<file path="src/rtl/arb_pkg.sv">
// rtl/arb_pkg.sv - shared constants for the round-robin arbiter slice
package arb_pkg;

    localparam logic ST_IDLE  = 1'b0;
    localparam logic ST_GRANT = 1'b1;

    localparam int NUM_REQ = 4;
    localparam int IDX_W   = 2;

endpackage

</file>
<file path="src/rtl/rr_arb4_enc_if.sv">
// rtl/rr_arb4_enc_if.sv - request/grant bundle between requesters and the arbiter
interface rr_arb4_enc_if;
    import arb_pkg::*;

    logic [NUM_REQ-1:0] req;
    logic               done;
    logic [IDX_W-1:0]   gnt_idx;
    logic               gnt_en;
    logic               timeout;
    logic               busy;

    // Requester side: raises requests and signals completion
    modport master (
        output req,
        output done,
        input  gnt_idx,
        input  gnt_en,
        input  timeout,
        input  busy
    );

    // Arbiter side: consumes requests, produces the encoded grant
    modport slave (
        input  req,
        input  done,
        output gnt_idx,
        output gnt_en,
        output timeout,
        output busy
    );

endinterface

</file>
<file path="src/rtl/rr_pick4.sv">
// rtl/rr_pick4.sv - rotating priority pick: first set request after last_ptr
module rr_pick4
    import arb_pkg::*;
(
    input  logic [NUM_REQ-1:0] req,
    input  logic [IDX_W-1:0]   last_ptr,
    output logic               any,
    output logic [IDX_W-1:0]   idx
);

    logic [IDX_W-1:0] cand;

    // Walk offsets from farthest to nearest so the nearest set bit after
    // last_ptr wins; offset 4 wraps back onto last_ptr, the lowest priority.
    always_comb begin
        any  = 1'b0;
        idx  = '0;
        cand = '0;
        for (int i = NUM_REQ; i >= 1; i--) begin
            cand = last_ptr + IDX_W'(i);
            if (req[cand]) begin
                any = 1'b1;
                idx = cand;
            end
        end
    end

endmodule

</file>
<file path="src/rtl/rr_arb4_enc.sv">
// rtl/rr_arb4_enc.sv - four-way round-robin arbiter with encoded, held grant
module rr_arb4_enc
    import arb_pkg::*;
#(
    parameter int MAX_HOLD = 16
) (
    input  logic          clk,
    input  logic          rst_n,
    rr_arb4_enc_if.slave  bus
);

    localparam int CNT_W = (MAX_HOLD == 0) ? 1 : $clog2(MAX_HOLD + 1);
    localparam logic [CNT_W-1:0] HOLD_LAST = CNT_W'(MAX_HOLD - 1);

    logic             state_q,    state_d;
    logic [IDX_W-1:0] last_ptr_q, last_ptr_d;
    logic [CNT_W-1:0] hold_cnt_q, hold_cnt_d;
    logic [IDX_W-1:0] gnt_idx_q,  gnt_idx_d;
    logic             gnt_en_q,   gnt_en_d;
    logic             timeout_q,  timeout_d;

    logic             pick_any;
    logic [IDX_W-1:0] pick_idx;

    rr_pick4 u_pick (
        .req      (bus.req),
        .last_ptr (last_ptr_q),
        .any      (pick_any),
        .idx      (pick_idx)
    );

    // Next-state: arbitrate from IDLE only, so every handover has an idle gap
    always_comb begin
        state_d    = state_q;
        last_ptr_d = last_ptr_q;
        hold_cnt_d = hold_cnt_q;
        gnt_idx_d  = gnt_idx_q;
        gnt_en_d   = gnt_en_q;
        timeout_d  = 1'b0;
        if (state_q == ST_IDLE) begin
            gnt_en_d = 1'b0;
            if (pick_any) begin
                gnt_idx_d  = pick_idx;
                gnt_en_d   = 1'b1;
                hold_cnt_d = '0;
                state_d    = ST_GRANT;
            end
        end else begin
            // done / dropped request outrank the hold limit, so no timeout then
            if (bus.done || !bus.req[gnt_idx_q]) begin
                gnt_en_d   = 1'b0;
                state_d    = ST_IDLE;
                last_ptr_d = gnt_idx_q;
                hold_cnt_d = '0;
            end else if (MAX_HOLD != 0 && hold_cnt_q == HOLD_LAST) begin
                gnt_en_d   = 1'b0;
                state_d    = ST_IDLE;
                last_ptr_d = gnt_idx_q;
                hold_cnt_d = '0;
                timeout_d  = 1'b1;
            end else begin
                hold_cnt_d = hold_cnt_q + CNT_W'(1);
            end
        end
    end

    // State and output registers; last_ptr resets to 3 so requester 0 leads
    always_ff @(posedge clk) begin
        if (!rst_n) begin
            state_q    <= ST_IDLE;
            last_ptr_q <= IDX_W'(NUM_REQ - 1);
            hold_cnt_q <= '0;
            gnt_idx_q  <= '0;
            gnt_en_q   <= 1'b0;
            timeout_q  <= 1'b0;
        end else begin
            state_q    <= state_d;
            last_ptr_q <= last_ptr_d;
            hold_cnt_q <= hold_cnt_d;
            gnt_idx_q  <= gnt_idx_d;
            gnt_en_q   <= gnt_en_d;
            timeout_q  <= timeout_d;
        end
    end

    assign bus.gnt_idx = gnt_idx_q;
    assign bus.gnt_en  = gnt_en_q;
    assign bus.timeout = timeout_q;
    assign bus.busy    = gnt_en_q;

endmodule

</file>
<file path="src/flat_wrapper.sv">
// flat-port wrapper written by rule: the top's interface ports become plain ports
module rr_arb4_enc_flat import arb_pkg::*;
#(
    parameter int MAX_HOLD = 16
)
  (clk, rst_n, bus_req, bus_done, bus_gnt_idx, bus_gnt_en, bus_timeout, bus_busy);
  rr_arb4_enc_if bus_i ();
  input  logic clk;
  input  logic rst_n;
  input wire logic [$bits(bus_i.req)-1:0] bus_req;
  input wire logic [$bits(bus_i.done)-1:0] bus_done;
  output wire logic [$bits(bus_i.gnt_idx)-1:0] bus_gnt_idx;
  output wire logic [$bits(bus_i.gnt_en)-1:0] bus_gnt_en;
  output wire logic [$bits(bus_i.timeout)-1:0] bus_timeout;
  output wire logic [$bits(bus_i.busy)-1:0] bus_busy;
  assign bus_i.req = bus_req;
  assign bus_i.done = bus_done;
  assign bus_gnt_idx = bus_i.gnt_idx;
  assign bus_gnt_en = bus_i.gnt_en;
  assign bus_timeout = bus_i.timeout;
  assign bus_busy = bus_i.busy;
  rr_arb4_enc #(.MAX_HOLD(MAX_HOLD)) u_core (.clk(clk), .rst_n(rst_n), .bus(bus_i));
endmodule
</file>
<file path="config.mk">
export PLATFORM = sky130hd
export DESIGN_NAME = rr_arb4_enc_flat
export DESIGN_NICKNAME = d
export VERILOG_FILES = /design/src/rtl/arb_pkg.sv /design/src/rtl/rr_arb4_enc_if.sv /design/src/rtl/rr_pick4.sv /design/src/rtl/rr_arb4_enc.sv /design/src/flat_wrapper.sv
export SDC_FILE = /design/constraint.sdc
export NUM_CORES = 1
export LEC_CHECK = 0
export ABC_AREA = 1
export CORE_UTILIZATION = 39
export DETAILED_ROUTE_END_ITERATION = 12
export GPL_ROUTABILITY_DRIVEN = 0
export SLEW_MARGIN = 20
export SYNTH_ARGS = -nofsm -noshare
export SYNTH_HDL_FRONTEND = slang
export SYNTH_SLANG_ARGS = --single-unit
</file>
<file path="constraint.sdc">
create_clock -name clk -period 2.25 [get_ports clk]
set_input_delay 0.225 -clock clk [delete_from_list [all_inputs] [get_ports clk]]
set_output_delay 0.225 -clock clk [all_outputs]
set_load 0.1 [all_outputs]
</file>
; Word level (Yosys, flattened, before mapping)
; Index checks and enable logic that the tools add are counted.
[op_classes]
n_addsub = 4
order_cmp = 5
eq_ne = 2
mux = 32
bitwise = 2
n_reduce_logical = 7
[op_table]
columns = op, count
row1 = $mux 5, 4
row2 = $mux 1, 17
row3 = $lt 2x3->1 const B, 5
row4 = $mux 2, 6
row5 = $bmux 1 s2, 5
row6 = $add 5x1->5 const B, 1
row7 = $eq 5x4->1 const B, 1
row8 = $add 2x2->2 const B, 2
row9 = $reduce_and 2->1, 2
row10 = $reduce_bool 2->1, 2
row11 = $ne 3x3->1 const B, 1
row12 = $reduce_or 3->1, 1
row13 = $add 2x1->2 const B, 1
row14 = $not 1->1, 2
row15 = $logic_not 1->1, 1
row16 = $logic_or 1x1->1, 1
[totals]
register_bits = 12
input_bits = 7
elab_cells = 58

; Longest topological paths before layout
; Gate-level depths: netlist (run 1).
[depth]
ltp_word = 8
mapped_depth = 12
mapped_depth_nobuf = 11

; Modules after synthesis
; A second synthesis (run 1) with hierarchy kept.
[unflattened]
hier_cells = 134
area_unflattened_um2 = 883.3
[by_module_without_submodules]
columns = module, n_inst, cells_each, area_each_um2, seq_area_each_um2
row1 = rr_arb4_enc, 1, 83, 636.9, 240.2
row2 = rr_pick4, 1, 51, 246.5, 0.0

; Worst setup path before layout (run 1)
; OpenSTA, ideal clock, no wires.
[synth_path]
path_type = register to register
startpoint = register u_core.gnt_idx_q[0] (netlist: u_core.bus.gnt_idx[0])
endpoint = register u_core.gnt_en_q (netlist: u_core.bus.busy)
arrival_ps = 1868
required_ps = 2180
path_slack_ps = 312
path_stages_with_launch = 9
path_buffers = 0
synth_period_minus_slack_ps = 1938
path_cell_list = dfxtp_1 > nor2_1 > nor2_1 > nand2_1 > a21oi_1 > nand2_1 > nor2_2 > nand2_1 > a21oi_1
[synth_via]
elab_chain_len = 6
elab_cells_between_ends = 7
cone_classes = 1 x eq/ne / 4 x mux / 2 x reduce/logical
[synth_lines]
columns = item, line
row1 = start: declaration, rr_arb4_enc.sv:18  ; logic [IDX_W-1:0] gnt_idx_q, gnt_idx_d;
row2 = start signal: assignment, rr_arb4_enc.sv:80  ; gnt_idx_q <= gnt_idx_d;
row3 = $bmux 1 s2 (*), rr_arb4_enc.sv:50  ; if (bus.done || !bus.req[gnt_idx_q]) begin
row4 = $mux 1 (implied by the code) (*), rr_arb4_enc.sv:50
row5 = $logic_not 1->1 (*), rr_arb4_enc.sv:50
row6 = $logic_or 1x1->1 (*), rr_arb4_enc.sv:50
row7 = $mux 1, rr_arb4_enc.sv:50
row8 = $mux 1, rr_arb4_enc.sv:40  ; if (state_q == ST_IDLE) begin
row9 = end signal: assignment, rr_arb4_enc.sv:81  ; gnt_en_q <= gnt_en_d;
row10 = end: declaration, rr_arb4_enc.sv:19  ; logic gnt_en_q, gnt_en_d;
; Every way passes the cells marked *; elsewhere a longest branch is shown, timed or not. The select of a mux whose other input is x is not followed.
; A chain may end at the register's enable or synchronous reset.

; Worst setup path after layout (run 1)
[layout_path]
startpoint = register u_core.last_ptr_q[0]
endpoint = register u_core.hold_cnt_q[3]
[layout_via]
elab_chain_len = 7
elab_cells_between_ends = 16
cone_classes = 3 x add/sub / 12 x mux / 1 x reduce/logical
[layout_lines]
columns = item, line
row1 = start: declaration, rr_arb4_enc.sv:16  ; logic [IDX_W-1:0] last_ptr_q, last_ptr_d;
row2 = start signal: assignment, rr_arb4_enc.sv:71  ; last_ptr_q <= IDX_W'(NUM_REQ - 1);
row3 = start signal: assignment, rr_arb4_enc.sv:78  ; last_ptr_q <= last_ptr_d;
row4 = $add 2x2->2 / $bmux 1 s2 (equally long branches), "rr_pick4.sv:20, rr_pick4.sv:21"
row5 = $bmux 1 s2 / $mux 1 (equally long branches), rr_pick4.sv:21  ; if (req[cand]) begin
row6 = $mux 1 (implied by the code), rr_pick4.sv:21
row7 = $mux 1 (2 in a row), rr_pick4.sv:21
row8 = $mux 1 (*), rr_pick4.sv:21
row9 = $reduce_bool 2->1 (no line) (*), --
row10 = end signal: assignment, rr_arb4_enc.sv:79  ; hold_cnt_q <= hold_cnt_d;
row11 = end: declaration, rr_arb4_enc.sv:17  ; logic [CNT_W-1:0] hold_cnt_q, hold_cnt_d;
; Marked as above.

==> flow_summary.json, run 1 <==
{
  "timing.final.crit_share_pct": 70.1,
  "cp-end-kind": "flip-flop",
  "placeableCoreArea_um2": 1760,
  "routed_wirelength_mm": 1.58,
  "critPathRequiredTime_ps": 2460,
  "worst-path-buf-inv": 1,
  "fin_setup_tns_ps": 0,
  "startpoint_type": "flip-flop",
  "utilization_pct": 50.7,
  "rrSetupSlack_ps": 670,
  "clock_skew_ps": 4.05,
  "crit_type": "reg -> reg",
  "finalSetupViolCount": 0,
  "nFillCells": 207,
  "status": "complete, no violations",
  "die_w_um": 45.8,
  "clockRootBuffer": "clkbuf_4",
  "cts.repair.resized": 0,
  "cts_setup_buffers": 0,
  "finalHoldViolations": 0,
  "timing.fmax_ghz": 0.634,
  "ys_warn_count": 0,
  "cp.arrival_ps": 1780,
  "grt_pass1_wl_mm": 2.72,
  "dpl_cell_area_um2": 858,
  "final_cell_count_no_fill": 160,
  "slowest_stage": "dfxtp_1",
  "std_cell_rows": 15,
  "postCtsHoldBufs": 0,
  "fin_crit_ps": 1580,
  "ys_seq_area_share_pct": 32.1,
  "routedWlPerCell_um": 9.86,
  "drv_cap": 0,
  "drcViolationCount": 0,
  "drv_slew": 0,
  "hpwl_mm": 1.28,
  "slowest_delay_ps": 570,
  "grt_max_degree": 11,
  "place_inst": 156,
  "cp_top_family": "simple AND/OR/NAND/NOR gates",
  "worst_slew_pin_slew_ps": 398,
  "die_area_um2": 2100,
  "synth.distinct_cells": 23,
  "grt_pass1_vias": 662,
  "p_leak_nw": 0.453,
  "grt_usage_pct": 18.2,
  "grt_setup_unrepaired": "false",
  "fin_nets": 144,
  "hold_path_class": "reg -> reg",
  "netlist_area_um2": 748,
  "cts_tree": "done",
  "antenna_found_initial": 0,
  "relSlewSlack_pct": 73.4,
  "ant_nets": 0,
  "htreeDepth": 1,
  "syn_inst": 122,
  "port_buffers": 11,
  "initial_core_util_pct": 42.4,
  "crit_chain": "inv_4 > nand2_2 > nand2_2 > or2_4 > nor3_4 > nand2_1 > a21oi_1",
  "overflow": 0,
  "clockBufferDepth": 2,
  "cp_max_fo": 10,
  "powerDensity_nw_per_um2": 848,
  "syn_to_final_growth_pct": 19.6,
  "first_iter_violations": 19,
  "clock_latency_ps": 280,
  "dr.pass1.iters": 4,
  "syn_area_per_cell_um2": 6.13,
  "design_area_um2": 895,
  "antenna_cells": 0,
  "crit_top_cell": "nand2_2",
  "clkSinkCount": 12,
  "drive_gt1_share_pct": 14.1,
  "vdd_drop_max_uv": 441,
  "die_y_um": 45.8,
  "cts_buffers": 3,
  "synth.net_count": 130,
  "clkTransAtPathRegs_ps": 80,
  "dr_total_vias": 750,
  "synth_seq_cells": 12,
  "vias_per_cell": 4.69,
  "io_pins": 12
}
[placed cells by master (no fill, tap or decap), types with 2 or more instances in the layout]
| master | Yosys | final |
|---|---|---|
| a21oi_1 | 7 | 7 |
| buf_4 | 1 | 5 |
| clkbuf_4 | 0 | 3 |
| clkdlybuf4s50_1 | 0 | 6 |
| dfxtp_1 | 12 | 12 |
| inv_1 | 16 | 16 |
| nand2_1 | 49 | 49 |
| nand2_2 | 2 | 2 |
| nand3_1 | 7 | 7 |
| nor2_1 | 8 | 8 |
| nor2_2 | 2 | 2 |
| nor3_1 | 2 | 2 |
| o21ai_0 | 4 | 4 |
[routing by layer]
layer	track usage (%)	vias up	part of all wire (%)
met3	7.14	2	4.0
met5	0	-	0
li1	-	402	-
met2	28.9	13	41
met4	3.53	0	0.32
met1	23.6	333	54
[final timing paths]
check,startpoint,end,cells past startpoint
setup / recovery,u_core.last_ptr_q[0],u_core.hold_cnt_q[3],7
hold / removal,u_core.hold_cnt_q[4],u_core.hold_cnt_q[4],2
setup reg to reg,u_core.last_ptr_q[0],u_core.hold_cnt_q[3],7
hold reg to reg,u_core.hold_cnt_q[4],u_core.hold_cnt_q[4],2
[stage by stage]
stage	setup WS [ps]	hold WS, ps	total power [mW]
floorplan	312	309	0.531
global placement	529	425	0.592
detailed placement	526	433	0.593
CTS	666	447	0.765
global route	471	462	0.809
finish	674	444	0.758
[state kept, by name (all words and copies together), names as in the netlist]
signal              cells
u_core.state_q          1
u_core.bus.timeout      1
u_core.bus.busy         1
u_core.last_ptr_q       2
u_core.hold_cnt_q       5
u_core.bus.gnt_idx      2
[cell families (layout without fill, tap and decap cells)]
kind of cell	after synthesis	in the layout	share of synthesized area, %
buf+inv	21	34	12.5
simple gates	72	72	41.3
compound gates	15	15	11.2
xor+xnor	1	1	1.17
flops	12	12	32.1
fa+ha+maj	1	1	1.67
[cells in the mapped netlist, drive strengths merged]
master / count / area [µm²]
nand3: 7 / 35.0
inv: 18 / 70.1
nor2: 10 / 42.5
buf: 2 / 18.8
xor2: 1 / 8.76
or2: 1 / 8.76
a21boi: 1 / 7.51
clkinv: 1 / 5.00
nor3: 3 / 26.3
o21ai: 5 / 25.0
ha: 1 / 12.5
nand2: 51 / 196
dfxtp: 12 / 240
o211ai: 1 / 7.51
a21oi: 8 / 43.8
[power by group]
part	total (mW)	switching, mW	internal [mW]
clock network	0.171	0.0726	0.0985
logic	0.313	0.219	0.0942
registers	0.274	0.0397	0.235
total	0.758	0.331	0.427
[worst min-delay path: cells and delay by family (launching register included)]
| kind | cells | cell delay [ps] |
|---|---|---|
| DFF | 1 | 320 |
| and+or+nand+nor | 1 | 50 |
| AOI/OAI and AO/OA | 1 | 40 |
[layout make-up]
type,instances,area [µm²],area share (%)
clock buffer,4,36.3,4.06
inverter,19,75.1,8.39
sequential,12,240,26.9
tap,25,31.3,3.50
timing repair buffer,11,97.6,10.9
multi-input combinational,89,414,46.3
Power figures use the tool's default switching activity.
==> run 2: changes to the inputs <==
clock period = 1.6 ns   (was 2.25 ns; I/O delays follow)
==> run 2 against run 1 <==
Effect of this change:
- die area unchanged
- sequential share of layout area decreased by 1.4 points
- sequential power increased by 45%
- count of clock-buffer cells in the layout decreased by 1
- combinational power increased by 60%
- setup slack got worse by 510 ps
- design area increased by 7.7%
- non-clock buffer count increased by 2
- critical path type unchanged
==> flow_summary.json, run 2 (synthesis gave the netlist of run 1 again) <==
{
  "status": "complete, no violations",
  "final_cell_count_no_fill": 161,
  "placeableCoreArea_um2": 1760,
  "htreeDepth": 1,
  "final_common_cell": "nand2_1",
  "drive_gt1_share_pct": 17.6,
  "relSlewSlack_pct": 81.6,
  "cp.arrival_ps": 1630,
  "initial_core_util_pct": 42.4,
  "startpoint_type": "flip-flop",
  "cts_buffers": 3,
  "cp_max_fo": 9,
  "syn_to_final_growth_pct": 28.8,
  "vias_per_cell": 4.58,
  "layout_common_cells": "nand2_1 (49), inv_1 (16), nor2_1 (8), dfxtp_1 (8)",
  "p_total_mw": 1.07,
  "io_pins": 12,
  "clock_latency_ps": 270,
  "drcViolationCount": 0,
  "first_iter_violations": 11,
  "die_area_um2": 2100,
  "clockRootBuffer": "clkbuf_4",
  "grt_usage_pct": 16.9,
  "dr.pass1.iters": 4,
  "grt-busiest-layer": "met2",
  "fin_setup_tns_ps": 0,
  "powerDensity_nw_per_um2": 1110,
  "timing.fmax_ghz": 0.698,
  "ant_nets": 0,
  "crit_type": "reg -> reg",
  "finalSetupViolCount": 0,
  "seqCellArea_um2": 245,
  "cts_tree": "done",
  "use_met2_pct": 24.3,
  "overflow": 0,
  "place_inst": 158,
  "hold_path_class": "reg -> reg",
  "grt.met1_usage_pct": 22.8,
  "worst_slew_pin_slew_ps": 275,
  "worst_hold_slack_ps": 434,
  "port_buffers": 11,
  "clockBufferDepth": 2,
  "finalHoldViolations": 0,
  "fin_crit_ps": 1430,
  "rrSetupSlack_ps": 170,
  "p_leak_nw": 0.473,
  "cts_setup_buffers": 0,
  "hpwl_mm": 1.29,
  "largest_reg_flops": 5,
  "critPathRequiredTime_ps": 1800,
  "dr_total_vias": 738,
  "clkSinkCount": 12,
  "grt_pass1_vias": 602,
  "routedWlPerCell_um": 9.86,
  "timing.final.crit_share_pct": 89.5,
  "routed_wirelength_mm": 1.59,
  "clock_skew_ps": 1.60,
  "use_met3_pct": 7.14,
  "nFillCells": 181,
  "top_register": "u_core.hold_cnt_q",
  "drv_slew": 0,
  "vdd_drop_max_uv": 587,
  "std_cell_rows": 15,
  "design_area_um2": 963,
  "grt_max_degree": 10,
  "dpl_cell_area_um2": 938,
  "die_y_um": 45.8,
  "grt_pass1_wl_mm": 2.48,
  "die_w_um": 45.8,
  "grt_setup_unrepaired": "false",
  "antenna_cells": 0,
  "antenna_found_initial": 0,
  "drv_cap": 0,
  "fin_nets": 146,
  "cp-end-kind": "flip-flop",
  "clkTransAtPathRegs_ps": 70,
  "multi_input_area_um2": 414
}
## run 2: changes by cell type in the layout (fill, tap and decap cells not counted), sizes merged
cell / previous run / this run
clkbuf: 4 / 3
buf: 5 / 7
## run 2: final timing paths
kind              cells past startpoint                   end                  from
setup / recovery                      7  u_core.hold_cnt_q[2]  u_core.last_ptr_q[0]
hold reg to reg                       2  u_core.hold_cnt_q[4]  u_core.hold_cnt_q[4]
setup reg to reg                      7  u_core.hold_cnt_q[2]  u_core.last_ptr_q[0]
hold / removal                        2  u_core.hold_cnt_q[4]  u_core.hold_cnt_q[4]
## run 2: power by group
| group | internal (mW) | switching [mW] | total [mW] |
|---|---|---|---|
| Clock | 0.0870 | 0.0892 | 0.176 |
| Combinational | 0.185 | 0.315 | 0.500 |
| Sequential | 0.335 | 0.0618 | 0.396 |
## run 2: what timing repair did
item,in CTS,in global routing
gates resized for setup,0,2
endpoints found under the setup margin,0,8
hold endpoints to repair,0,0
hold buffers,0,0
## run 2: per-stage QoR
step                      utilization [%]  setup WS, ps
after floorplan                         -          22.0
after global placement               53.2         -39.5
after detailed placement             53.2         -47.2
after CTS                            54.5          26.2
after global routing                 54.6          33.8
final                                54.6           168
## run 2: area by class of cell
cell class                 instances  area share, %
clock buffer                       3           2.34
inverter                          19           7.79
multi-input combinational         89           43.0
sequential                        12           25.5
tap                               25           3.25
timing repair buffer              13           18.2
## run 2: routing by layer
metal / wire, µm / share of wire [%]
met1: 848 / 53
met2: 664 / 42
met3: 60 / 3.8
met4: 13 / 0.82
met5: 0 / 0
## run 2: critical path, cell delays in order, from the launching register on
cell and delay (ps):
dfxtp_2 440, inv_4 70, nand2_2 60, nand2_2 60
or2_4 260, nor3_4 230, nand2_1 100, a21oi_1 150
